$ cat src/rtl/lsu_arbiter.sv
// lsu_arbiter: two requester ports sharing one LSU, one transaction outstanding.
// Build option: define LSU_ARB_RR_EN for round-robin arbitration; without it
// p0 has fixed priority over p1.
module lsu_arbiter (
  input  logic        clk_i,
  input  logic        rst_i,

  input  logic        p0_cmd_valid_i,
  output logic        p0_cmd_ready_o,
  input  logic [31:0] p0_cmd_addr_i,
  input  logic [31:0] p0_cmd_data_i,
  input  logic        p0_cmd_we_i,
  input  logic [3:0]  p0_cmd_wstrb_i,
  output logic        p0_rsp_valid_o,
  input  logic        p0_rsp_ready_i,
  output logic [31:0] p0_rsp_data_o,

  input  logic        p1_cmd_valid_i,
  output logic        p1_cmd_ready_o,
  input  logic [31:0] p1_cmd_addr_i,
  input  logic [31:0] p1_cmd_data_i,
  input  logic        p1_cmd_we_i,
  input  logic [3:0]  p1_cmd_wstrb_i,
  output logic        p1_rsp_valid_o,
  input  logic        p1_rsp_ready_i,
  output logic [31:0] p1_rsp_data_o,

  output logic        lsu_cmd_valid_o,
  input  logic        lsu_cmd_ready_i,
  output logic [31:0] lsu_cmd_addr_o,
  output logic [31:0] lsu_cmd_data_o,
  output logic        lsu_cmd_we_o,
  output logic [3:0]  lsu_cmd_wstrb_o,

  input  logic        lsu_rsp_valid_i,
  output logic        lsu_rsp_ready_o,
  input  logic [31:0] lsu_rsp_data_i
);

  localparam int unsigned ADDR_W = 32;
  localparam int unsigned DATA_W = 32;
  localparam int unsigned STRB_W = 4;

  typedef enum logic [1:0] {
    ARB_IDLE = 2'd0,
    ARB_CMD  = 2'd1,
    ARB_RSP  = 2'd2
  } arb_state_e;

  arb_state_e          state_q, state_d;
  logic                grant_q, grant_d;   // 0 = p0, 1 = p1
  logic [ADDR_W-1:0]   addr_q,  addr_d;
  logic [DATA_W-1:0]   data_q,  data_d;
  logic                we_q,    we_d;
  logic [STRB_W-1:0]   wstrb_q, wstrb_d;

  logic                any_req;
  logic                win_sel;            // 1 = p1 wins this cycle
  logic                rsp_done;

  assign any_req  = p0_cmd_valid_i | p1_cmd_valid_i;
  assign rsp_done = (state_q == ARB_RSP) & lsu_rsp_valid_i &
                    (grant_q ? p1_rsp_ready_i : p0_rsp_ready_i);

`ifdef LSU_ARB_RR_EN
  logic prio_q, prio_d;                    // port favoured on a tie

  // Tie-break by pointer; a lone requester always wins.
  always_comb begin
    win_sel = p1_cmd_valid_i & ~p0_cmd_valid_i;
    if (p0_cmd_valid_i & p1_cmd_valid_i) begin
      win_sel = prio_q;
    end
  end

  // Pointer moves to the other port once a transaction completes.
  always_comb begin
    prio_d = prio_q;
    if (rsp_done) begin
      prio_d = ~grant_q;
    end
  end

  // Priority pointer register.
  always_ff @(posedge clk_i) begin
    if (rst_i) begin
      prio_q <= 1'b0;
    end else begin
      prio_q <= prio_d;
    end
  end
`else
  assign win_sel = p1_cmd_valid_i & ~p0_cmd_valid_i;
`endif

  // State, grant and latched command fields.
  always_ff @(posedge clk_i) begin
    if (rst_i) begin
      state_q <= ARB_IDLE;
      grant_q <= 1'b0;
      addr_q  <= '0;
      data_q  <= '0;
      we_q    <= 1'b0;
      wstrb_q <= '0;
    end else begin
      state_q <= state_d;
      grant_q <= grant_d;
      addr_q  <= addr_d;
      data_q  <= data_d;
      we_q    <= we_d;
      wstrb_q <= wstrb_d;
    end
  end

  // Next state, command capture and response routing.
  always_comb begin
    state_d         = state_q;
    grant_d         = grant_q;
    addr_d          = addr_q;
    data_d          = data_q;
    we_d            = we_q;
    wstrb_d         = wstrb_q;
    p0_cmd_ready_o  = 1'b0;
    p1_cmd_ready_o  = 1'b0;
    p0_rsp_valid_o  = 1'b0;
    p1_rsp_valid_o  = 1'b0;
    p0_rsp_data_o   = '0;
    p1_rsp_data_o   = '0;
    lsu_cmd_valid_o = 1'b0;
    lsu_rsp_ready_o = 1'b0;

    case (state_q)
      ARB_IDLE: begin
        // Nothing outstanding: any response seen here is stale and dropped.
        lsu_rsp_ready_o = 1'b1;
        if (any_req) begin
          p0_cmd_ready_o = ~win_sel;
          p1_cmd_ready_o = win_sel;
          grant_d        = win_sel;
          addr_d         = win_sel ? p1_cmd_addr_i  : p0_cmd_addr_i;
          data_d         = win_sel ? p1_cmd_data_i  : p0_cmd_data_i;
          we_d           = win_sel ? p1_cmd_we_i    : p0_cmd_we_i;
          wstrb_d        = win_sel ? p1_cmd_wstrb_i : p0_cmd_wstrb_i;
          state_d        = ARB_CMD;
        end
      end

      ARB_CMD: begin
        lsu_cmd_valid_o = 1'b1;
        if (lsu_cmd_ready_i) begin
          state_d = ARB_RSP;
        end
      end

      ARB_RSP: begin
        if (grant_q) begin
          p1_rsp_valid_o  = lsu_rsp_valid_i;
          p1_rsp_data_o   = lsu_rsp_data_i;
          lsu_rsp_ready_o = p1_rsp_ready_i;
        end else begin
          p0_rsp_valid_o  = lsu_rsp_valid_i;
          p0_rsp_data_o   = lsu_rsp_data_i;
          lsu_rsp_ready_o = p0_rsp_ready_i;
        end
        if (rsp_done) begin
          state_d = ARB_IDLE;
        end
      end

      default: begin
        state_d = ARB_IDLE;
      end
    endcase
  end

  assign lsu_cmd_addr_o  = addr_q;
  assign lsu_cmd_data_o  = data_q;
  assign lsu_cmd_we_o    = we_q;
  assign lsu_cmd_wstrb_o = wstrb_q;

endmodule

$ cat config.mk
export PLATFORM = sky130hd
export DESIGN_NAME = lsu_arbiter
export DESIGN_NICKNAME = d
export VERILOG_FILES = /design/src/rtl/lsu_arbiter.sv
export SDC_FILE = /design/constraint.sdc
export NUM_CORES = 1
export LEC_CHECK = 0
export BUFFER_PORTS_ARGS = -buffer_cell sky130_fd_sc_hd__buf_4
export CAP_MARGIN = 20
export CORE_AREA = 2 2 122 124
export CTS_BUF_LIST = sky130_fd_sc_hd__clkbuf_2 sky130_fd_sc_hd__clkbuf_4 sky130_fd_sc_hd__clkbuf_8
export DETAILED_ROUTE_END_ITERATION = 8
export DIE_AREA = 0 0 124 126
export SETUP_SLACK_MARGIN = 0.02
export SLEW_MARGIN = 20
export SYNTH_ARGS = -nofsm -noshare
export SYNTH_HDL_FRONTEND = slang
export SYNTH_SLANG_ARGS = --single-unit
$ cat constraint.sdc
create_clock -name clk_i -period 2.7 [get_ports clk_i]
set_input_delay 0.675 -clock clk_i [delete_from_list [all_inputs] [get_ports clk_i]]
set_output_delay 0.675 -clock clk_i [all_outputs]
set_load 0.05 [all_outputs]
; ---- After elaboration in Yosys (flattened, before gate mapping)
; Index checks and enable logic that the tools add are counted.
[totals]
elab_cells = 43
in_bits = 178
regBits = 72
[op_classes]
n_reduce_logical = 3
eq_ne = 5
mux = 23
bitwise_logic = 6
[op_table]
columns = operator, count
row1 = 32-bit 2-to-1 mux, 6
row2 = 1-bit 2-to-1 mux, 11
row3 = 2-bit 2-to-1 mux, 3
row4 = "2-bit inequality test, second input constant", 3
row5 = 2-bit one-hot mux with 3 select lines, 1
row6 = 4-bit 2-to-1 mux, 1
row7 = 1-bit bitwise AND, 3
row8 = 3-bit AND reduction, 1
row9 = "2-bit by 1-bit == test with 1-bit output, second input constant", 1
row10 = "2-bit == test, second input constant", 1
row11 = 2-bit logical NOT, 1
row12 = 1-bit NOT, 2
row13 = 1-bit one-hot mux with 2 select lines, 1
row14 = 2-bit AND reduction, 1
row15 = 1-bit bitwise OR, 1

; ---- Depth between registers and ports, before layout
; Gate-level depths: netlist (run 1).
[depth]
word_depth = 5
depth_mapped = 7
depth_no_buf = 3

; ---- Worst setup path before layout (run 1)
; Ideal clock, no wire load.
[synth_timing]
path_kind = input-to-output
from = in p0_cmd_valid_i
to = out p1_cmd_ready_o
path_buffers = 2
cell_stages = 4
arrival_ns = 2.198
required_time_ns = 2.025
setup_slack_ns = -0.173
path_cell_list = nand2b_1 clkbuf_1 clkbuf_1 nor3_1
[synth_between]
elab_chain_len = 4
word_cells_on_any_way = 5
[synth_rtl]
columns = item, line_no
row1 = "start, declared", 8  ; input logic p0_cmd_valid_i,
row2 = 1-bit NOT, 93  ; assign win_sel = p1_cmd_valid_i & ~p0_cmd_valid_i;
row3 = 1-bit bitwise AND, 93
row4 = 1-bit 2-to-1 mux *, 136  ; if (any_req) begin
row5 = 1-bit 2-to-1 mux *, 132  ; case (state_q)
row6 = "end, declared", 19  ; output logic p1_cmd_ready_o,
; Mark *: on every way between the ends. The rest lies on a longest branch, timed or not.

; ---- Worst setup path in the final report (run 1)
[layout_timing]
from = reg state_q[1]
to = out p0_rsp_data_o[29]
[layout_between]
elab_chain_len = 2
[layout_rtl]
columns = item, line_no
row1 = "start, declared", 50  ; arb_state_e state_q, state_d;
row2 = "start signal, assigned", 106  ; state_q <= state_d;
row3 = 2-bit == test, 132
row4 = 32-bit 2-to-1 mux, 132
row5 = "end, declared", 16  ; output logic [31:0] p0_rsp_data_o,
; No other way between the ends.

==> run summary, run 1 <==
Outcome = finished, final reports clean
Sw Ratio = 0.396
Most common cell after layout, fill and taps aside = buf_4
H-tree Lvls = 3
Initial antenna violation count = 0
Synth Instances = 490
Share of cells above drive strength 1 = 0.459
Count of hold-fix buffers inserted at cts = 0
Fin nets = 951
GR met2 Demand/Resource = 0.326
HP Class = reg -> reg
P&R area growth vs syn = 72.2%
Drc violations = 0
Int Pwr = 2.21 mW
Drt pass-1 iters = 4
Avg Vias per Cell = 4.95
Met3 Resource Use GR = 0.0557
Peak VDD IR = 0.266 mV
Setup Buffers After CTS = 0
Final Cycle Share = 0.901
Chip height = 126 um
Setup CP Type = reg -> out
Starting DRT DRC Count = 304
Grt peak-use layer = met2
Worst setup margin = 0.267 ns
Synth warn = 0
Setup violators final = 0
PD cells = 568 nW/um^2
Worst reg2reg setup slack = 0.87 ns
M1 GR Usage = 0.228
CTS root buffer = clkbuf_8
Fillcell total = 1483
Leading cell types in the layout, fill and taps excluded = 323 x buf_4, 140 x nand2_1, 73 x a21oi_1, 72 x dfxtp_1, 65 x and2_1
Multi-input logic area = 2080 sq um
Slew HR = 0.434
Core box area = 14300 sq um
Initial core utilization = 0.261
Hold path start = lsu_cmd_addr_o[27]
Clock transition at path regs = 0.07 ns
Critical Path End Type = output port
Arrival time at the worst endpoint = 1.76 ns
First-pass GRT wire length = 23.6 mm
# IOs = 317
Crit-path max FO = 32
Sequential share of power = 0.350
Sequential area share after synthesis = 0.386
Via count = 4761
Clk buf depth = 2
GRT overflow = 0
DP HPWL = 11.3 mm
Place WS = 0.603 ns
CP required = 2.03 ns
Routed len/inst = 16.3 um
Post-Syn Area = 3740 sq um
Post_cts resized = 0
GPL Wtd Cong = 0.867
RSZ-0062 raised after global routing = false
Vias in the first global route = 4522
Die X = 124 um
Synth Register Bits = 72
DRT antenna net count = 0
Clk pwr share = 0.249
Slew Viols, Final = 0
Max cap viols = 0
Sequential standard cell area = 1440 sq um
Nature of the critical path startpoint = flop
Count of final hold-check violations = 0
Row cnt = 44
Max Clk Rate = 0.411 GHz
Syn nets = 668
Switching power = 1.45 mW
Post-synthesis cell type count = 17
Clock tree from TritonCTS = done
Total Wirelength = 15.7 mm
Mean area per synthesized cell = 7.63 sq um
Final core utilization = 0.450
Clk sinks = 72
Port buffer count = 316
# diodes = 0
Worst R2R Start = state_q[1]
Worst Tran Pin Value = 0.848 ns
Leakage = 3.09 nW
Combinational Power Share = 0.401
Fin crit period = 2.43 ns
Die area = 15600 sq um
Critical path origin = state_q[1]
TritonCTS buffer count = 9
Largest net degree at the start of global routing = 73
Global Route Usage Sum = 0.194
Setup Skew = 0.0102 ns
Setup TNS = 0 ns
Clock latency on the worst-skew pair = 0.36 ns
-- kinds of logic (layout without fill, tap and decap cells) --
family / after synthesis / count (layout) / share of synthesized area
flops: 72 / 72 / 0.386
mux: 1 / 1 / 0.00268
compound gates: 143 / 143 / 0.278
simple gates: 219 / 219 / 0.270
buf+inv: 55 / 343 / 0.0639
-- path summary, 6_finish.rpt --
path / end / cells past startpoint
worst max-delay path: p0_rsp_data_o[29] / 5
worst max register to register: lsu_cmd_addr_o[21] / 5
worst min-delay path: lsu_cmd_addr_o[27] / 2
worst min register to register: lsu_cmd_addr_o[27] / 2
-- worst max-delay path, cell delays in order (launching register included) --
cell      delay, ns
dfxtp_1        0.46
nand2b_1       0.16
nor2_1         0.11
buf_4          0.27
and2_1         0.20
buf_4          0.20
-- per-layer routing --
metal	vias to the layer above	routed length [um]
met3	27	1640
met4	0	359
met2	272	7600
met5	-	0
met1	2184	6120
li1	2278	-
-- flip-flops by register name (all words and copies together) (netlist names) --
signal           cells
grant_q              1
lsu_cmd_we_o         1
lsu_cmd_data_o      32
lsu_cmd_wstrb_o      4
lsu_cmd_addr_o      32
state_q              2
-- stage by stage --
stage	cells	power (mW)	area (sq um)	hold WS, ns
2_1_floorplan	490	2.21	3740	0.532
3_3_place_gp	946	2.76	6220	0.509
3_5_place_dp	946	2.77	6220	0.513
4_1_cts	962	3.70	6430	0.524
5_1_grt	962	3.85	6430	0.545
6_report	962	3.65	6430	0.521
-- final cells by class --
type	count	area share
Clock inverter	4	0.00797
Tap cell	184	0.0358
Sequential cell	72	0.224
Multi-Input combinational cell	363	0.323
Clock buffer	12	0.0247
Inverter	2	0.00117
Timing Repair Buffer	325	0.383
-- cells in the mapped netlist, drive strengths merged --
master / count / share of area
nand2: 140 / 0.14
or2: 1 / 0.0017
nand2b: 3 / 0.0050
inv: 2 / 0.0020
a21oi: 73 / 0.098
clkbuf: 42 / 0.042
o21bai: 1 / 0.0020
mux2i: 1 / 0.0027
nor2: 3 / 0.0030
and2: 66 / 0.11
nor2b: 2 / 0.0033
dfxtp: 72 / 0.39
nor3: 4 / 0.0054
a311oi: 69 / 0.18
buf: 11 / 0.020
-- power by group through the flow --
stage / sequential [mW] / clock, mW / combinational (mW)
finish: 1.28 / 0.909 / 1.47
global route: 1.29 / 1.00 / 1.55
CTS: 1.28 / 0.949 / 1.47
detailed placement: 1.30 / 0 / 1.47
global placement: 1.30 / 0 / 1.47
floorplan: 1.73 / 0 / 0.483
No activity file was read; power rests on OpenSTA's default activity.
==> run 2: changes to the inputs <==
==> constraint.sdc (replaced) <==
create_clock -name clk_i -period 2.2 [get_ports clk_i]
set_input_delay 0.55 -clock clk_i [delete_from_list [all_inputs] [get_ports clk_i]]
set_output_delay 0.55 -clock clk_i [all_outputs]
set_load 0.05 [all_outputs]
==> run 2 against run 1 <==
Effect of this change: register-to-register slack got worse by 0.15 ns; setup slack worse by 0.16 ns; sequential share of layout area fell by 0.55 points; largest power group unchanged.
==> run summary, run 2 (synthesized netlist as in run 1, its figures left out) <==
Final Cycle Share = 0.950
Peak VDD IR = 0.435 mV (+63%)
Die area = 15600 sq um (unchanged)
Avg Vias per Cell = 4.93 (-0.48%)
Final Instance Count excl. Fillers = 967 (+0.52%)
Fillcell total = 1429 (-3.6%)
CP delay by family, top = simple AND/OR/NAND/NOR gates
Multi-input logic area = 2100 sq um (+1.1%)
Drt pass-1 iters = 5 (+1)
Crit-path max FO = 16 (-50%)
Core box area = 14300 sq um (unchanged)
TritonCTS buffer count = 9 (unchanged)
Setup TNS = 0 ns (unchanged)
Worst Tran Pin Value = 0.516 ns (-0.332 ns)
Fin area = 6610 sq um (+2.8%)
Slew Viols, Final = 0 (unchanged)
Fin nets = 956 (+0.53%)
Worst setup margin = 0.110 ns (-0.158 ns)
Row cnt = 44 (unchanged)
Largest net degree at the start of global routing = 70 (-4.1%)
GRT overflow = 0 (unchanged)
Leading cell types in the layout, fill and taps excluded = 305 x buf_4, 140 x nand2_1, 73 x a21oi_1, 69 x dfxtp_1, 65 x and2_1
Fin crit period = 2.09 ns
Initial antenna violation count = 0 (unchanged)
Max Clk Rate = 0.478 GHz
Worst-path cell chain = nand2b_4 > nor2_4 > buf_8 > and2_1 > buf_6
Clock transition at path regs = 0.09 ns (+0.02 ns)
Setup Skew = 0.0128 ns (+0.00263 ns)
RSZ-0062 raised after global routing = true
Clk sinks = 72 (unchanged)
Total Wirelength = 16.1 mm (+2.3%)
Clk buf depth = 2 (unchanged)
Slew HR = 0.656 (+0.222)
Clock latency on the worst-skew pair = 0.35 ns (about the same)
Nature of the critical path startpoint = flop
Place WS = 0.230 ns (-0.373 ns)
Share of cells above drive strength 1 = 0.470 (+0.0111)
Worst reg2reg setup slack = 0.72 ns (-0.15 ns)
Setup CP Type = reg -> out
Count of final hold-check violations = 0 (unchanged)
CP required = 1.65 ns (-0.38 ns)
Cells after DPL = 949 (+0.32%)
Worst hold margin = 0.462 ns (-0.0587 ns)
# IOs = 317 (unchanged)
GPL Wtd Cong = 0.888 (+2.4%)
Port buffer count = 316 (unchanged)
Clock tree from TritonCTS = done
Initial core utilization = 0.261 (unchanged)
DRT antenna net count = 0 (unchanged)
Vias in the first global route = 4608 (+1.9%)
HP Class = in -> reg
Global Route Usage Sum = 0.197 (+0.00291)
DP HPWL = 11.6 mm (+2.9%)
Slowest CP cell = dfxtp_2
First-pass GRT wire length = 24.2 mm (+2.5%)
Worst Path Buf+Inv = 2 (unchanged)
Die X = 124 um (unchanged)
Count of hold-fix buffers inserted at cts = 0 (unchanged)
Sequential standard cell area = 1450 sq um (+0.26%)
Arrival time at the worst endpoint = 1.54 ns (-0.22 ns)
Starting DRT DRC Count = 286 (-5.9%)
# diodes = 0 (unchanged)
Setup violators final = 0 (unchanged)
P&R area growth vs syn = 77.0%
Area of placed instances = 6250 sq um (+0.36%)
Drc violations = 0 (unchanged)
Routed len/inst = 16.6 um (+1.8%)
Max incr delay on CP = 0.36 ns (-0.10 ns)
H-tree Lvls = 3 (unchanged)
Outcome = finished, final reports clean
Critical Path End Type = output port
Most common cell after layout, fill and taps aside = buf_4
Chip height = 126 um (unchanged)
Via count = 4763 (+0.042%)
CTS root buffer = clkbuf_8
Leakage = 3.15 nW (+1.9%)
PD cells = 697 nW/um^2 (+23%)
Max cap viols = 0 (unchanged)
[run 2: cell count changes in the layout (fill, tap and decap cells not counted), moves of 2 or more]
| cell | change |
|---|---|
| buf_4 | -18 |
| buf_6 | +21 |
| buf_8 | +2 |
| dfxtp_1 | -3 |
| dfxtp_2 | +3 |
| nor2_1 | -2 |
| nor2_4 | +2 |
[run 2: through the flow]
| step | util | total power [mW] |
|---|---|---|
| after floorplan | - | 2.71 |
| after global placement | 0.436 | 3.39 |
| after detailed placement | 0.436 | 3.41 |
| after CTS | 0.456 | 4.65 |
| after global routing | 0.462 | 4.84 |
| final | 0.462 | 4.61 |
[run 2: worst paths after layout]
check	startpoint	end	cells past startpoint
min reg2reg	lsu_cmd_addr_o[5]	lsu_cmd_addr_o[5]	2
max reg2reg	state_q[1]	lsu_cmd_addr_o[15]	4
min	lsu_cmd_ready_i	state_q[1]	3
max	state_q[0]	p0_rsp_data_o[22]	5
[run 2: routing by layer]
metal	GRT usage	vias up	wire [um]
li1	-	2290	-
met1	0.232	2205	6170
met2	0.332	244	7880
met3	0.0639	24	1700
met4	0.0701	0	337
met5	0	-	0
[run 2: power breakdown]
group / switching (mW) / internal (mW)
Clock: 0.522 / 0.693
Sequential: 0.105 / 1.47
Combinational: 1.16 / 0.657
[run 2: worst reg2reg max path: stages (launching register included)]
cell	delay, ns
dfxtp_2	0.37
nor2_4	0.14
buf_4	0.42
a21oi_1	0.15
a311oi_1	0.31
[run 2: final cells by class]
class                   instances  share of cell area
inverters                       2             0.00114
well taps                     184              0.0348
clock buffers                  11              0.0219
flip-flops and latches         72               0.219
repair buffers                330               0.393
multi-input cells             363               0.318
clock inverters                 5              0.0131
[run 2: repair_timing]
item	CTS	global route
setup endpoints to repair	64	64
cloned	2	0
setup buffers	0	0
resized for setup	12	23
pin swaps	1	1
endpoints found under the hold margin	0	0
